===== src/rtl/tlu_trigger_pkg.sv =====
// Shared defaults and helpers for the TLU trigger input conditioner.
package tlu_trigger_pkg;

  localparam int DEF_CHANNELS      = 8;
  localparam int DEF_SYNC_STAGES   = 2;
  localparam int DEF_FILTER_WIDTH  = 4;
  localparam int DEF_COUNTER_WIDTH = 32;

  // All-ones source for edge-counter saturation; sliced to the counter width (max 64).
  localparam logic [63:0] CNT_SAT_ALL = '1;

  function automatic int sel_width(input int channels);
    return (channels > 1) ? $clog2(channels) : 1;
  endfunction

endpackage


===== src/rtl/tlu_trigger_filter_channel.sv =====
// One trigger channel: synchroniser, polarity inversion, glitch filter and rise detect.
module tlu_trigger_filter_channel #(
  parameter int SYNC_STAGES  = 2,
  parameter int FILTER_WIDTH = 4
) (
  input  logic                    i_clk,
  input  logic                    i_rst_n,
  input  logic                    i_trig,
  input  logic                    i_invert,
  input  logic                    i_enable,
  input  logic [FILTER_WIDTH-1:0] i_filter_len,
  output logic                    o_trig,
  output logic                    o_rise
);

  logic [SYNC_STAGES-1:0]  r_sync;
  logic [FILTER_WIDTH-1:0] r_cnt;
  logic                    r_filt;
  logic                    r_filt_d;
  logic                    w_raw;

  assign w_raw = r_sync[SYNC_STAGES-1] ^ i_invert;

  always_ff @(posedge i_clk or negedge i_rst_n) begin
    if (!i_rst_n) begin
      r_sync   <= '0;
      r_cnt    <= '0;
      r_filt   <= 1'b0;
      r_filt_d <= 1'b0;
    end else begin
      r_sync   <= {r_sync[SYNC_STAGES-2:0], i_trig};
      r_filt_d <= r_filt;
      // >= keeps a shortened filter length from stranding a counter above it
      if (w_raw == r_filt) begin
        r_cnt <= '0;
      end else if (r_cnt >= i_filter_len) begin
        r_filt <= w_raw;
        r_cnt  <= '0;
      end else begin
        r_cnt <= r_cnt + FILTER_WIDTH'(1);
      end
    end
  end

  assign o_trig = r_filt & i_enable;
  assign o_rise = r_filt & ~r_filt_d & i_enable;

endmodule


===== src/rtl/tlu_trigger_input_conditioner.sv =====
// TLU trigger front end: per-channel filtered triggers, synchronised vetoes and edge counters.
module tlu_trigger_input_conditioner
  import tlu_trigger_pkg::*;
#(
  parameter int CHANNELS      = DEF_CHANNELS,
  parameter int SYNC_STAGES   = DEF_SYNC_STAGES,
  parameter int FILTER_WIDTH  = DEF_FILTER_WIDTH,
  parameter int COUNTER_WIDTH = DEF_COUNTER_WIDTH
) (
  input  logic                             TRIGGER_CLK,
  input  logic                             TRIGGER_RST_N,
  input  logic [CHANNELS-1:0]              TRIGGER_IN,
  input  logic [CHANNELS-1:0]              VETO_IN,
  input  logic [CHANNELS-1:0]              INVERT,
  input  logic [CHANNELS-1:0]              ENABLE_MASK,
  input  logic [FILTER_WIDTH-1:0]          FILTER_LEN,
  input  logic [sel_width(CHANNELS)-1:0]   COUNT_SEL,
  input  logic                             COUNT_CLEAR,
  output logic [CHANNELS-1:0]              TRIGGER,
  output logic [CHANNELS-1:0]              TRIGGER_VETO,
  output logic [CHANNELS-1:0]              TRIGGER_RISE,
  output logic                             ANY_TRIGGER,
  output logic [COUNTER_WIDTH-1:0]         COUNT_OUT
);

  localparam logic [COUNTER_WIDTH-1:0] CNT_SAT = CNT_SAT_ALL[COUNTER_WIDTH-1:0];

  logic [CHANNELS-1:0]      w_trig;
  logic [CHANNELS-1:0]      w_rise;
  logic [CHANNELS-1:0]      r_veto_sync [SYNC_STAGES];
  logic [COUNTER_WIDTH-1:0] r_edge_cnt  [CHANNELS];
  logic [COUNTER_WIDTH-1:0] r_count_out;

  for (genvar g = 0; g < CHANNELS; g++) begin : g_ch
    tlu_trigger_filter_channel #(
      .SYNC_STAGES  (SYNC_STAGES),
      .FILTER_WIDTH (FILTER_WIDTH)
    ) u_ch (
      .i_clk        (TRIGGER_CLK),
      .i_rst_n      (TRIGGER_RST_N),
      .i_trig       (TRIGGER_IN[g]),
      .i_invert     (INVERT[g]),
      .i_enable     (ENABLE_MASK[g]),
      .i_filter_len (FILTER_LEN),
      .o_trig       (w_trig[g]),
      .o_rise       (w_rise[g])
    );
  end

  always_ff @(posedge TRIGGER_CLK or negedge TRIGGER_RST_N) begin
    if (!TRIGGER_RST_N) begin
      for (int s = 0; s < SYNC_STAGES; s++) r_veto_sync[s] <= '0;
    end else begin
      r_veto_sync[0] <= VETO_IN;
      for (int s = 1; s < SYNC_STAGES; s++) r_veto_sync[s] <= r_veto_sync[s-1];
    end
  end

  // Clear takes priority over a coincident rise; counters hold at all-ones.
  always_ff @(posedge TRIGGER_CLK or negedge TRIGGER_RST_N) begin
    if (!TRIGGER_RST_N) begin
      for (int i = 0; i < CHANNELS; i++) r_edge_cnt[i] <= '0;
      r_count_out <= '0;
    end else begin
      for (int i = 0; i < CHANNELS; i++) begin
        if (COUNT_CLEAR) begin
          r_edge_cnt[i] <= '0;
        end else if (w_rise[i] && (r_edge_cnt[i] != CNT_SAT)) begin
          r_edge_cnt[i] <= r_edge_cnt[i] + COUNTER_WIDTH'(1);
        end
      end
      if (int'(COUNT_SEL) < CHANNELS) r_count_out <= r_edge_cnt[COUNT_SEL];
      else                            r_count_out <= '0;
    end
  end

  assign TRIGGER      = w_trig;
  assign TRIGGER_RISE = w_rise;
  assign ANY_TRIGGER  = |w_trig;
  assign TRIGGER_VETO = r_veto_sync[SYNC_STAGES-1];
  assign COUNT_OUT    = r_count_out;

endmodule

===== config.mk =====
export PLATFORM = sky130hd
export DESIGN_NAME = tlu_trigger_input_conditioner
export DESIGN_NICKNAME = d
export VERILOG_FILES = /design/src/rtl/tlu_trigger_pkg.sv /design/src/rtl/tlu_trigger_filter_channel.sv /design/src/rtl/tlu_trigger_input_conditioner.sv
export SDC_FILE = /design/constraint.sdc
export NUM_CORES = 1
export LEC_CHECK = 0
export ABC_AREA = 1
export BUFFER_PORTS_ARGS = -buffer_cell sky130_fd_sc_hd__buf_2
export CAP_MARGIN = 30
export CORE_MARGIN = 3
export CORE_UTILIZATION = 63
export CTS_CLUSTER_SIZE = 10
export DETAILED_ROUTE_END_ITERATION = 8
export GPL_ROUTABILITY_DRIVEN = 0
export PLACE_DENSITY = 0.81
export SKIP_CTS_REPAIR_TIMING = 1
export SLEW_MARGIN = 20
export SYNTH_ARGS = -nofsm -noshare
export SYNTH_HDL_FRONTEND = slang
export SYNTH_SLANG_ARGS = --single-unit

===== constraint.sdc =====
create_clock -name TRIGGER_CLK -period 2.2 [get_ports TRIGGER_CLK]
set_clock_uncertainty 0.2 [all_clocks]
set_input_delay 0.33 -clock TRIGGER_CLK [delete_from_list [all_inputs] [get_ports TRIGGER_CLK]]
set_output_delay 0.33 -clock TRIGGER_CLK [all_outputs]
set_load 0.01 [all_outputs]

After elaboration in Yosys (flattened, before gate mapping)
Cells that the tools add are included.
W data, S select, Z words.

storage, ports and cells
  register bits = 368
  input port bits = 42
  word-level logic and storage cells = 193

operators by class
  $add $sub $neg = 16
  $lt $le $gt $ge = 9
  equal/unequal tests = 16
  mux-type cells = 35
  bitwise logic cells = 49
  reductions and logical operators = 25

operator list
  cell                     count
  $mux W32                 18
  $add A32 B1 Y32 const B  8
  $ne A32 B32 Y1 const B   8
  $bmux W32 S3             1
  $mux W4                  16
  $add A4 B1 Y4 const B    8
  $ge A4 B4 Y1             8
  $and A1 B1 Y1            24
  $not A1 Y1               16
  $reduce_and A2 Y1        8
  $reduce_bool A2 Y1       8
  $eq A1 B1 Y1             8
  $logic_and A1 B1 Y1      8
  $reduce_or A8 Y1         1
  $xor A1 B1 Y1            8
  $ge A4 B4 Y1 const B     1
  $not A3 Y4               1

Depth between registers and ports, before layout
  depth in word-level cells = 6
  gate-level depth with buffers = 12
  mapped depth without buffers = 11

Modules after synthesis
From an unflattened synthesis, not the netlist that was laid out.

second synthesis, totals
  cells, all modules = 3645
  area total of the unflattened synthesis = 24313.3 sq um

by module, submodules not included
  module                         times used  cells each  area each (sq um)  seq. area each (sq um)
  tlu_trigger_input_conditioner  1           3165        20579.7            7607.3
  tlu_trigger_filter_channel     8           60          466.7              200.2

Worst setup path after synthesis
Ideal clock, no wire load.

  path kind = reg-to-reg
  start point = reg r_edge_cnt[97] in the netlist's numbering
  end point = reg r_edge_cnt[110] in the netlist's numbering
  arrival = 1643 ps
  required time = 1883 ps
  slack = 240 ps
  stages on the path, launching flop included = 13
  cell sequence = dfrtp_1 ha_1 nand2_2 nor2_2 nand2_4 nor2_8 nand2_4 nand2_4 nand2_4 buf_6 buf_8 nand2_1 nand2_1

between the ends
  word-level cells in the longest chain between the ends = 3
  elaborated cells on any way between the ends = 6
  those cells by class = add/sub: 1; eq/ne: 1; mux: 2; reduce/logical: 2

ends and longest elaborated chain
  what                                                      line                                                                      RTL
  start: declaration                                        tlu_trigger_input_conditioner.sv:31                                       logic [COUNTER_WIDTH-1:0] r_edge_cnt [CHANNELS];
  start signal: indexed assignment                          tlu_trigger_input_conditioner.sv:69                                       r_edge_cnt[i] <= r_edge_cnt[i] + COUNTER_WIDTH'(1);
  $add A32 B1 Y32 / $ne A32 B32 Y1 (equally long branches)  tlu_trigger_input_conditioner.sv:69, tlu_trigger_input_conditioner.sv:68
  $mux W32 / $logic_and A1 B1 Y1 (equally long branches)    tlu_trigger_input_conditioner.sv:68                                       end else if (w_rise[i] && (r_edge_cnt[i] != CNT_SAT)) begin
  $mux W32 / $reduce_bool A2 Y1 (equally long branches)     -

Parallel ways exist; a longest one is shown, timed or not. The select of a mux whose other input is x is not followed.
A chain may end at the register's enable or synchronous reset.

Worst setup path after layout
  start point = reg g_ch[4].u_ch.r_filt
  end point = out ANY_TRIGGER

between the ends
  word-level cells in the longest chain between the ends = 2

ends and longest elaborated chain
  what                      line                                 RTL
  start: declaration        tlu_trigger_filter_channel.sv:18     logic r_filt;
  start signal: assignment  tlu_trigger_filter_channel.sv:37     r_filt <= w_raw;
  $and A1 B1 Y1             tlu_trigger_filter_channel.sv:45     assign o_trig = r_filt & i_enable;
  $reduce_or A8 Y1          tlu_trigger_input_conditioner.sv:79  assign ANY_TRIGGER = |w_trig;
  end: declaration          tlu_trigger_input_conditioner.sv:22  output logic ANY_TRIGGER,

No other way between the ends.

==> flow_summary.toml <==
[final_layout]
multi_input_area_um2 = 12800
fillers = 2904
fin_util = 0.746
syn_to_final_growth_pct = 16.1
antenna_cells = 0
drive_above_1_share = 0.124
fin_cells = 4273
regArea_um2 = 9210
postLayoutCellArea_um2 = 27500
nets = 3846

[sta]
rsz0062_at_grt = "yes"
setup_viol_count_final = 1
fin_crit_ns = 2.31
hold_viol = 0
worstMarginPinSlew_ns = 0.603
fmax_mhz = 432
relSlewSlack = 0.598
finalCritPeriodShare = 1.05
final_max_slew_viol_count = 0
setup_ws_ns = -0.114

[clocking]
cts_tree = "yes"
clock_latency_ns = 0.59
clockRootBuffer = "clkbuf_16"
cts_max_path_buffers = 3
cts_buffers = 44
cts.sinks = 368
clk_pin_slew_ns = 0.06
cts.htree.levels = 2

[setup_path]
cp-end-kind = "output pin"
r2r_end = "r_edge_cnt[98]"
crit_fanout = 4
startpoint_type = "flop"
critical_path_required_ns = 1.67
r2r_setup_slack_ns = 0.08
reg2reg_depth = 9
critPathKind = "flop to output pin"
timing.rr.start = "r_edge_cnt[108]"
cp.arrival_ns = 1.78

[placement]
portBuffers = 98
post-place-ws_ns = -0.103
dpl.cell_count = 4178
dp_hpwl_um = 55600
placed_area_um2 = 25800

[run_status]
status = "complete, but fails checks"
violations = "negative setup slack"

[global_routing]
antenna_found_initial = 0
grt_pass1_vias = 23534
overflow = 0
grt_pass1_wl_um = 121000
grt_max_degree = 82
grt_util_all_layers = 0.379

[route]
wire_per_inst_um = 17.9
drtIter0Drc = 3591
num_vias = 25167
routed_wl_um = 76500
drcViolationCount = 0
ant_nets = 0
firstDrtPassIters = 7
vias_per_cell = 5.89

[logic_synthesis]
synth_edf_count = 0
synthCells = 3505
synth_top_area_cell = "dfrtp_1"
syn_area_per_cell_um2 = 6.76
syn_area_um2 = 23700
ys_seq_area_frac = 0.388
synth-seq-cells = 368
synth_top_area_frac = 0.388
synthArstFlopShare = 1.00
ys_top_cells_by_area = "dfrtp_1 39%, nand2_1 18%, nor2_1 9.6%"
synth_cell_type_count = 42
synth.yosys.warnings = 0
synth_fp_nets = 3595
synth_ff_type = "dfrtp_1"

[die]
die_h_um = 200
num_rows = 70
initial_utilization = 0.643
coreArea_um2 = 36900
pin_count = 99
die_w_um = 200
dieArea_um2 = 40000

[worst_hold_path]
hold_path_class = "input pin to asynchronous set/reset pin"

[power]
total_power_w = 0.0176
p_per_area_nw_per_um2 = 638
p_leak_nw = 13.0
ir_drop_v = 0.000752

[flow_run]
drv_cap = 0
==> power breakdown <==
part,internal (W),switching (W)
Sequential,0.00718,0.000309
Combinational,0.00110,0.00219
Clock,0.00393,0.00285
==> cell type report <==
class	count	share of cell area
inverter	290	0.0406
timing repair buffer	327	0.0891
tap	504	0.0229
sequential	368	0.335
multi-input combinational	2724	0.466
clock inverter	4	0.00191
timing repair inverter	1	0.000318
clock buffer	55	0.0441
==> layer usage <==
layer | global-route usage | vias up | wire, um
met4 | 0.197 | 0 | 4530
met5 | 0 | - | 0
met3 | 0.0722 | 347 | 8540
met2 | 0.595 | 1569 | 34400
li1 | - | 11678 | -
met1 | 0.503 | 11573 | 29100
==> worst max-delay path: stages (launching register included) <==
cell	delay, ns
dfrtp_1	0.42
nand2_1	0.14
inv_1	0.08
nor4_1	0.32
nand2_1	0.11
buf_2	0.15
==> stage by stage <==
stage,hold WS (ns),TNS [ns]
final,0.0519,-0.114
after global routing,0.0663,-0.217
after CTS,-0.551,-0.783
after detailed placement,0.0648,-0.353
after global placement,0.0662,-1.27
after floorplan,-0.166,0
==> cell usage after synthesis, types with 6 or more instances <==
library cell,n
a31oi_1,29
a21oi_1,124
clkbuf_1,57
nand3_1,222
nor2_4,11
xor2_1,84
nand2_1,1144
o21ai_2,6
buf_6,10
dfrtp_1,368
o21ai_0,172
nor2_1,604
nand2_2,17
nor3_1,38
o211ai_1,12
buf_4,29
or2_2,7
xnor2_1,30
nand2_4,7
nor3b_1,11
buf_2,14
nor2_2,21
o21ai_1,17
inv_1,282
nand4_1,92
buf_1,14
ha_1,48
==> logic make-up (layout without fill, tap and decap cells) <==
logic type / count (synthesis) / count (layout) / synth area share
simple gates: 2188 / 2190 / 0.385
buf+inv: 415 / 677 / 0.0750
compound gates: 372 / 372 / 0.0840
flops: 368 / 368 / 0.388
xor+xnor: 114 / 114 / 0.0421
fa+ha+maj: 48 / 48 / 0.0253
==> worst max path at each step <==
stage | from | endpoint | slack, ns
after global placement | r_edge_cnt[193] | r_edge_cnt[215] | -0.1
after CTS | g_ch[3].u_ch.r_filt | ANY_TRIGGER | -0.15
after detailed placement | r_edge_cnt[64] | r_edge_cnt[78] | -0.10
after global routing | g_ch[6].u_ch.r_filt | ANY_TRIGGER | -0.22
after floorplan | r_edge_cnt[97] | r_edge_cnt[110] | 0.24
final | g_ch[4].u_ch.r_filt | ANY_TRIGGER | -0.11
==> cells in the final DEF, fill, tap and decap left out, drive strengths merged <==
cell | synthesis | final
a21oi | 128 | 128
o211ai | 12 | 12
clkinv | 3 | 5
o21ai | 195 | 195
nor4 | 2 | 2
bufinv | 0 | 1
o2bb2ai | 3 | 3
clkbuf | 57 | 55
buf | 68 | 302
and2 | 2 | 2
a31oi | 29 | 29
nand4 | 92 | 92
nor2 | 638 | 640
and3 | 2 | 2
ha | 48 | 48
nor3 | 38 | 38
nand2 | 1168 | 1168
nand3 | 223 | 223
inv | 287 | 289
o22ai | 5 | 5
nand3b | 5 | 5
xor2 | 84 | 84
or2 | 7 | 7
nor3b | 11 | 11
dlygate4sd3 | 0 | 25
xnor2 | 30 | 30
dfrtp | 368 | 368
==> flip-flops by register name, summed over array words and instances (netlist names) <==
register / count
r_edge_cnt: 256
COUNT_OUT: 32
g_ch.u_ch.r_cnt: 32
g_ch.u_ch.r_sync: 16
TRIGGER_VETO: 8
g_ch.u_ch.r_filt: 8
g_ch.u_ch.r_filt_d: 8
r_veto_sync: 8
(Power assumes the default switching activity.)
